### config.mk
export PLATFORM = sky130hd
export DESIGN_NAME = memory_stage
export DESIGN_NICKNAME = d
export VERILOG_FILES = /design/src/rtl/memory_stage.sv
export SDC_FILE = /design/constraint.sdc
export NUM_CORES = 1
export LEC_CHECK = 0
export ABC_AREA = 1
export CAP_MARGIN = 20
export CELL_PAD_IN_SITES_DETAIL_PLACEMENT = 1
export CELL_PAD_IN_SITES_GLOBAL_PLACEMENT = 2
export CORE_ASPECT_RATIO = 0.7
export CORE_UTILIZATION = 27
export CTS_CLUSTER_SIZE = 28
export DETAILED_ROUTE_END_ITERATION = 10
export GPL_TIMING_DRIVEN = 1
export PLACE_DENSITY = 0.85
export RECOVER_POWER = 100
export SKIP_CTS_REPAIR_TIMING = 1
export SYNTH_ARGS = -nofsm -noshare
export SYNTH_HDL_FRONTEND = slang
export SYNTH_SLANG_ARGS = --single-unit
### constraint.sdc
create_clock -name clk -period 2.15 [get_ports clk]
set_clock_uncertainty 0.1 [all_clocks]
set_input_delay 0.3225 -clock clk [delete_from_list [all_inputs] [get_ports clk]]
set_output_delay 0.3225 -clock clk [all_outputs]
set_load 0.01 [all_outputs]
### src/rtl/memory_stage.sv
// Memory pipeline stage: passes ALU results through, performs aligned byte/half/word
// data-memory accesses with a held request, and optionally bounds the wait with a timeout.
module memory_stage #(
  parameter int TIMEOUT = 0
) (
  input  logic        clk,
  input  logic        reset,
  input  logic        in_valid,
  input  logic        in_load,
  input  logic        in_store,
  input  logic [2:0]  in_funct3,
  input  logic [31:0] in_addr,
  input  logic [31:0] in_wdata,
  input  logic [4:0]  in_rd,
  input  logic        in_load_regfile,
  input  logic        stall_in,
  output logic        stall_out,
  output logic        dmem_read,
  output logic        dmem_write,
  output logic [31:0] dmem_addr,
  output logic [3:0]  dmem_wmask,
  output logic [31:0] dmem_wdata,
  input  logic [31:0] dmem_rdata,
  input  logic        dmem_resp,
  output logic        out_valid,
  output logic        out_load_regfile,
  output logic        out_misaligned,
  output logic        out_timeout,
  output logic [4:0]  out_rd,
  output logic [31:0] out_data,
  output logic [1:0]  state_dbg
);

  localparam logic [1:0] IDLE   = 2'd0;
  localparam logic [1:0] ACCESS = 2'd1;
  localparam logic [1:0] HOLD   = 2'd2;
  localparam logic [31:0] TO_LAST = (TIMEOUT > 0) ? 32'(TIMEOUT - 1) : 32'd0;

  logic [1:0]  state;
  logic [31:0] wait_cnt;
  logic [31:0] req_addr;
  logic [2:0]  req_funct3;
  logic [4:0]  req_rd;
  logic        req_load, req_lrf;
  logic [31:0] hold_data;
  logic        hold_lrf, hold_timeout;

  logic        is_mem, misaligned, timeout_hit, complete;
  logic [3:0]  st_mask;
  logic [31:0] st_data, ld_shift, ld_data, cmp_data;
  logic        cmp_lrf, cmp_timeout;

  // Handshake: stall_in=1 means downstream will not take the output register this
  // cycle; stall_out=1 means the upstream stage must keep its instruction unchanged.
  assign stall_out = stall_in | (state != IDLE);
  assign state_dbg = state;

  assign is_mem     = in_load | in_store;
  assign misaligned = is_mem && (((in_funct3[1:0] == 2'b01) && in_addr[0]) ||
                                 ((in_funct3[1:0] == 2'b10) && (in_addr[1:0] != 2'b00)));

  always_comb begin
    st_mask = 4'b1111;
    st_data = in_wdata;
    case (in_funct3[1:0])
      2'b00: begin st_mask = 4'b0001 << in_addr[1:0]; st_data = {4{in_wdata[7:0]}}; end
      2'b01: begin st_mask = 4'b0011 << in_addr[1:0]; st_data = {2{in_wdata[15:0]}}; end
      default: ;
    endcase
  end

  assign ld_shift = dmem_rdata >> {req_addr[1:0], 3'b000};

  always_comb begin
    ld_data = ld_shift;
    case (req_funct3)
      3'b000:  ld_data = {{24{ld_shift[7]}}, ld_shift[7:0]};
      3'b001:  ld_data = {{16{ld_shift[15]}}, ld_shift[15:0]};
      3'b100:  ld_data = {24'd0, ld_shift[7:0]};
      3'b101:  ld_data = {16'd0, ld_shift[15:0]};
      default: ld_data = ld_shift;
    endcase
  end

  // A response arriving on the timeout cycle still wins over the timeout.
  assign timeout_hit = (TIMEOUT > 0) && (wait_cnt == TO_LAST);
  assign complete    = (state == ACCESS) && (dmem_resp || timeout_hit);
  assign cmp_timeout = !dmem_resp;
  assign cmp_lrf     = dmem_resp ? req_lrf : 1'b0;
  assign cmp_data    = dmem_resp ? (req_load ? ld_data : req_addr) : 32'd0;

  always_ff @(posedge clk or negedge reset) begin
    if (!reset) begin
      state <= IDLE;  wait_cnt <= '0;
      req_addr <= '0; req_funct3 <= '0; req_rd <= '0; req_load <= 1'b0; req_lrf <= 1'b0;
      hold_data <= '0; hold_lrf <= 1'b0; hold_timeout <= 1'b0;
      dmem_read <= 1'b0; dmem_write <= 1'b0; dmem_addr <= '0; dmem_wmask <= '0; dmem_wdata <= '0;
      out_valid <= 1'b0; out_load_regfile <= 1'b0; out_misaligned <= 1'b0;
      out_timeout <= 1'b0; out_rd <= '0; out_data <= '0;
    end else begin
      case (state)
        IDLE: if (!stall_in) begin
          if (in_valid && is_mem && !misaligned) begin
            state      <= ACCESS;
            wait_cnt   <= '0;
            req_addr   <= in_addr;
            req_funct3 <= in_funct3;
            req_rd     <= in_rd;
            req_load   <= in_load;
            req_lrf    <= in_load_regfile;
            dmem_read  <= in_load;
            dmem_write <= in_store;
            dmem_addr  <= {in_addr[31:2], 2'b00};
            dmem_wmask <= in_store ? st_mask : 4'b0000;
            dmem_wdata <= in_store ? st_data : 32'd0;
            out_valid  <= 1'b0;
          end else begin
            out_valid        <= in_valid;
            out_data         <= in_addr;
            out_rd           <= in_rd;
            out_load_regfile <= in_load_regfile & ~misaligned;
            out_misaligned   <= in_valid & misaligned;
            out_timeout      <= 1'b0;
          end
        end
        ACCESS: begin
          if (complete) begin
            dmem_read  <= 1'b0;
            dmem_write <= 1'b0;
            if (stall_in) begin
              state        <= HOLD;
              hold_data    <= cmp_data;
              hold_lrf     <= cmp_lrf;
              hold_timeout <= cmp_timeout;
            end else begin
              state            <= IDLE;
              out_valid        <= 1'b1;
              out_data         <= cmp_data;
              out_rd           <= req_rd;
              out_load_regfile <= cmp_lrf;
              out_misaligned   <= 1'b0;
              out_timeout      <= cmp_timeout;
            end
          end else begin
            wait_cnt <= wait_cnt + 32'd1;
          end
        end
        HOLD: if (!stall_in) begin
          state            <= IDLE;
          out_valid        <= 1'b1;
          out_data         <= hold_data;
          out_rd           <= req_rd;
          out_load_regfile <= hold_lrf;
          out_misaligned   <= 1'b0;
          out_timeout      <= hold_timeout;
        end
        default: state <= IDLE;
      endcase
    end
  end

endmodule
==> results.md <==
| Step | Quantity | Value |
| --- | --- | --- |
| routing | Wire length per cell after detailed routing | 18.5 um |
| sta | Final hold violations | 0 |
| floorplan | Full die area | 0.0322 mm^2 |
| setup path | Crit path buffers/inverters | 3 |
| place | DP Area | 0.0113 mm^2 |
| floorplan | Core area | 0.0305 mm^2 |
| setup path | Kind of end point of the critical path | flop |
| yosys | Xor-xnor portion of the synthesized cell area | 0% |
| clock tree | Number of clock buffers inserted by TritonCTS | 17 |
| floorplan | Width of the die | 214 um |
| cells and area | Final standard cell area without fillers | 0.0118 mm^2 |
| cells and area | Layout cell share with drive strength beyond 1 | 10.3% |
| global route | Total routing usage reported by global routing | 20.9% |
| routing | Detail Route Antenna Nets | 0 |
| yosys | Dominant combinational cell family by area after synthesis | simple AND/OR/NAND/NOR gates |
| yosys | Sequential share of the synthesized area | 46.2% |
| run status | Status | finished, final reports clean |
| yosys | Number of flip-flops and latches in the synthesized netlist | 157 |
| place | Final HPWL from detailed placement | 24600 um |
| yosys | Post-synthesis instance area | 0.00851 mm^2 |
| sta | Pins Over Slew Limit | 0 |
| yosys | Share of synthesized cell area in full adder, half adder and majority cells | 0.588% |
| yosys | Avg Cell Area, Syn | 7.51 um^2 |
| routing | DRC Markers | 0 |
| setup path | Sort of element at the start of the critical path | flop |
| routing | Drt via density | 4.76 |
| sta | Post-route clock period utilization | 94.3% |
| global route | Initial antenna violation count | 2 |
| sta | Final setup fails | 0 |
| global route | Global-route wire length before repair | 51600 um |
| clock tree | CTS HTree Levels | 4 |
| yosys | Number of enable-type register cells in the synthesized netlist | 0 |
| sta | Max transition margin | 16.1% |
| place | Routability Congestion | 0.863 |
| yosys | Yosys Warn Count | 0 |
| floorplan | I/O pins | 226 |
| yosys | Distinct cell type count of the synthesized netlist | 35 |
| setup path | Cell with the largest stage delay on the worst path | dfrtp_1 |
| routing | Final routed wirelength across all metal layers | 32800 um |
| sta | Worst Tran Pin Value | 1.26 ns |
| clock tree | Maximum number of buffers from clock root to sink | 2 |
| setup path | Arrival time of data at the critical path endpoint | 2.23 ns |
| yosys | Complex-gate fraction of the synthesized area | 15.0% |
| yosys | Post-synthesis share of cell area spent on and, or, nand and nor gates | 28.7% |
| power and ir drop | Power density cells | 1500 mW/mm^2 |
| cells and area | Layout Area Growth over Synthesis | 39.1% |
| clock tree | Clock Pin Slew Worst Setup and Hold Paths | 0.07 ns |
| floorplan | Initial cell density of the core | 27.9% |
| power and ir drop | Standby leakage power | 0.00566 uW |
| cells and area | Utilization of the core after routing | 38.8% |
| sta | RSZ-0062 raised after global routing | false |
| sta | Post-layout min period | 2.03 ns |
| setup path | Maximum cell stage delay along the critical path | 0.42 ns |
| power and ir drop | Worst-case vdd ir drop | 0.590 mV |
| clock tree | Insertion delay to the later sink of the worst-skew pair | 0.44 ns |
| sta | Setup ws final | 0.122 ns |
| hold path | Worst hold path type | input pin to flop |
| routing | Via Count | 8417 |
| place | Setup WS pre-CTS | -0.121 ns |
| sta | Worst hold margin | 0.349 ns |
| place | Buffers added on ports | 223 |
| setup path | Gate family responsible for the most delay along the worst path | buffers and inverters |
| setup path | Crit-path max FO | 10 |
| setup path | List of cells traversed by the critical path | ha_1 > clkbuf_2 > nand2_1 > inv_1 > clkbuf_4 > a21boi_0 > o21ai_0 |
| floorplan | Placement row count | 53 |
| floorplan | Chip height | 151 um |
| yosys | Number of instances in the synthesized netlist | 1132 |
| clock tree | Root Buffer Master | clkbuf_16 |
| routing | DR pass1 iterations | 5 |
| global route | Final global-route overflow total | 0 |
| yosys | Share of synthesized area spent on multiplexers | 0% |
| flow run | Count of maximum capacitance violations | 0 |
| setup path | Required time at the worst-slack endpoint | 2.35 ns |
| cells and area | Net count reported at finish | 1460 |
| global route | Number of global-route vias before repair | 8776 |
| clock tree | TritonCTS clock tree | done |
| clock tree | CTS sink count | 157 |
| global route | Pin count of the biggest net entering global routing | 49 |
| setup path | Setup Crit Path Kind | flop to flop |
| sta | Maximum clock rate | 493 MHz |
| yosys | Most used flip-flop cell after synthesis | dfrtp_1 |
| routing | Number of DRC violations after detailed-routing iteration 0 | 603 |
| setup path | FF-to-FF setup slack | 0.12 ns |
| yosys | Fraction of registers with async set/reset | 100% |
[layer usage]
layer  share of wire (%)  vias up  global-route usage (%)
met5               0.030        -                       0
met1                  52     4143                    30.4
met3                 4.4       21                    3.94
met4                0.82        2                    4.86
met2                  43      188                    32.0
li1                    -     4063                       -
[per-stage QoR]
stage / instances / power [uW] / setup TNS (ns)
2_1_floorplan: 1133 / 10700 / 0
3_3_place_gp: 1735 / 15000 / -0.314
3_5_place_dp: 1735 / 15300 / -3.78
4_1_cts: 1767 / 18500 / -0.246
5_1_grt: 1769 / 19200 / 0
6_report: 1770 / 17700 / 0
[layout by cell type (no fill, tap or decap), drive strengths merged]
master,count
a21boi,7
a21oi,57
a31oi,8
buf,61
bufinv,2
clkbuf,27
clkdlybuf4s50,110
clkinv,4
clkinvlp,5
conb,2
dfrtp,157
diode,1
dlygate4sd3,112
ha,4
inv,54
nand2,444
nand3,67
nand4,1
nor2,75
o211ai,15
o21a,3
o21ai,107
o221ai,1
o22ai,9
o31ai,18
or2,7
[cell type report]
type | count | area (um^2)
multi-input cells | 825 | 3760
inverters | 51 | 196
clock inverters | 14 | 158
well taps | 412 | 515
flip-flops and latches | 157 | 3930
diodes | 1 | 2.50
repair buffers | 292 | 2840
fillers | 3676 | 18700
clock buffers | 18 | 429
[path summary, 6_finish.rpt]
path,startpoint,end,cells after the start
worst max-delay path,state_dbg[0],out_data[6],7
worst min-delay path,in_addr[22],req_addr[22],3
worst max register to register,state_dbg[0],out_data[6],7
worst min register to register,out_load_regfile,out_load_regfile,2
max in group asynchronous,reset,req_addr[20],3
min in group asynchronous,reset,req_addr[28],2
[cells in the mapped netlist (4+ instances only)]
master | number | area, um^2
o31ai_1 | 18 | 135
inv_2 | 8 | 30.0
a31oi_1 | 8 | 50.1
a21oi_1 | 57 | 285
a21boi_0 | 7 | 52.6
nand2_2 | 4 | 25.0
nand2_1 | 439 | 1650
clkbuf_1 | 32 | 120
buf_4 | 43 | 323
or2_2 | 7 | 43.8
buf_6 | 7 | 78.8
buf_2 | 16 | 80.1
dfrtp_1 | 157 | 3930
inv_1 | 39 | 146
nor2_1 | 57 | 214
nor2_2 | 17 | 106
o22ai_1 | 9 | 56.3
ha_1 | 4 | 50.1
o21ai_0 | 102 | 510
o211ai_1 | 15 | 113
nand3_1 | 63 | 315
[registers in the layout, indices dropped and copies added (netlist names), 2 cells and up]
name	cells
dmem_wdata	32
hold_data	32
out_data	32
req_addr	32
out_rd	5
req_rd	5
dmem_wmask	4
req_funct3	3
state_dbg	2
[report_power, final]
group | internal [uW] | total [uW] | switching (uW)
registers | 4370 | 5290 | 926
clock network | 1730 | 3120 | 1390
logic | 3790 | 9290 | 5500
[worst register-to-register path: stages, from the launching register on]
cell and delay [ns]:
dfrtp_1 0.42, ha_1 0.24, clkbuf_2 0.21, nand2_1 0.20, inv_1 0.10, clkbuf_4 0.18
a21boi_0 0.30, o21ai_0 0.14
[cell families after synthesis]
group           after synthesis
simple gates                594
compound gates              225
flops                       157
buf+inv                     151
fa+ha+maj                     4
other cells                   1
Note: power is estimated with default switching activity, not from simulation.
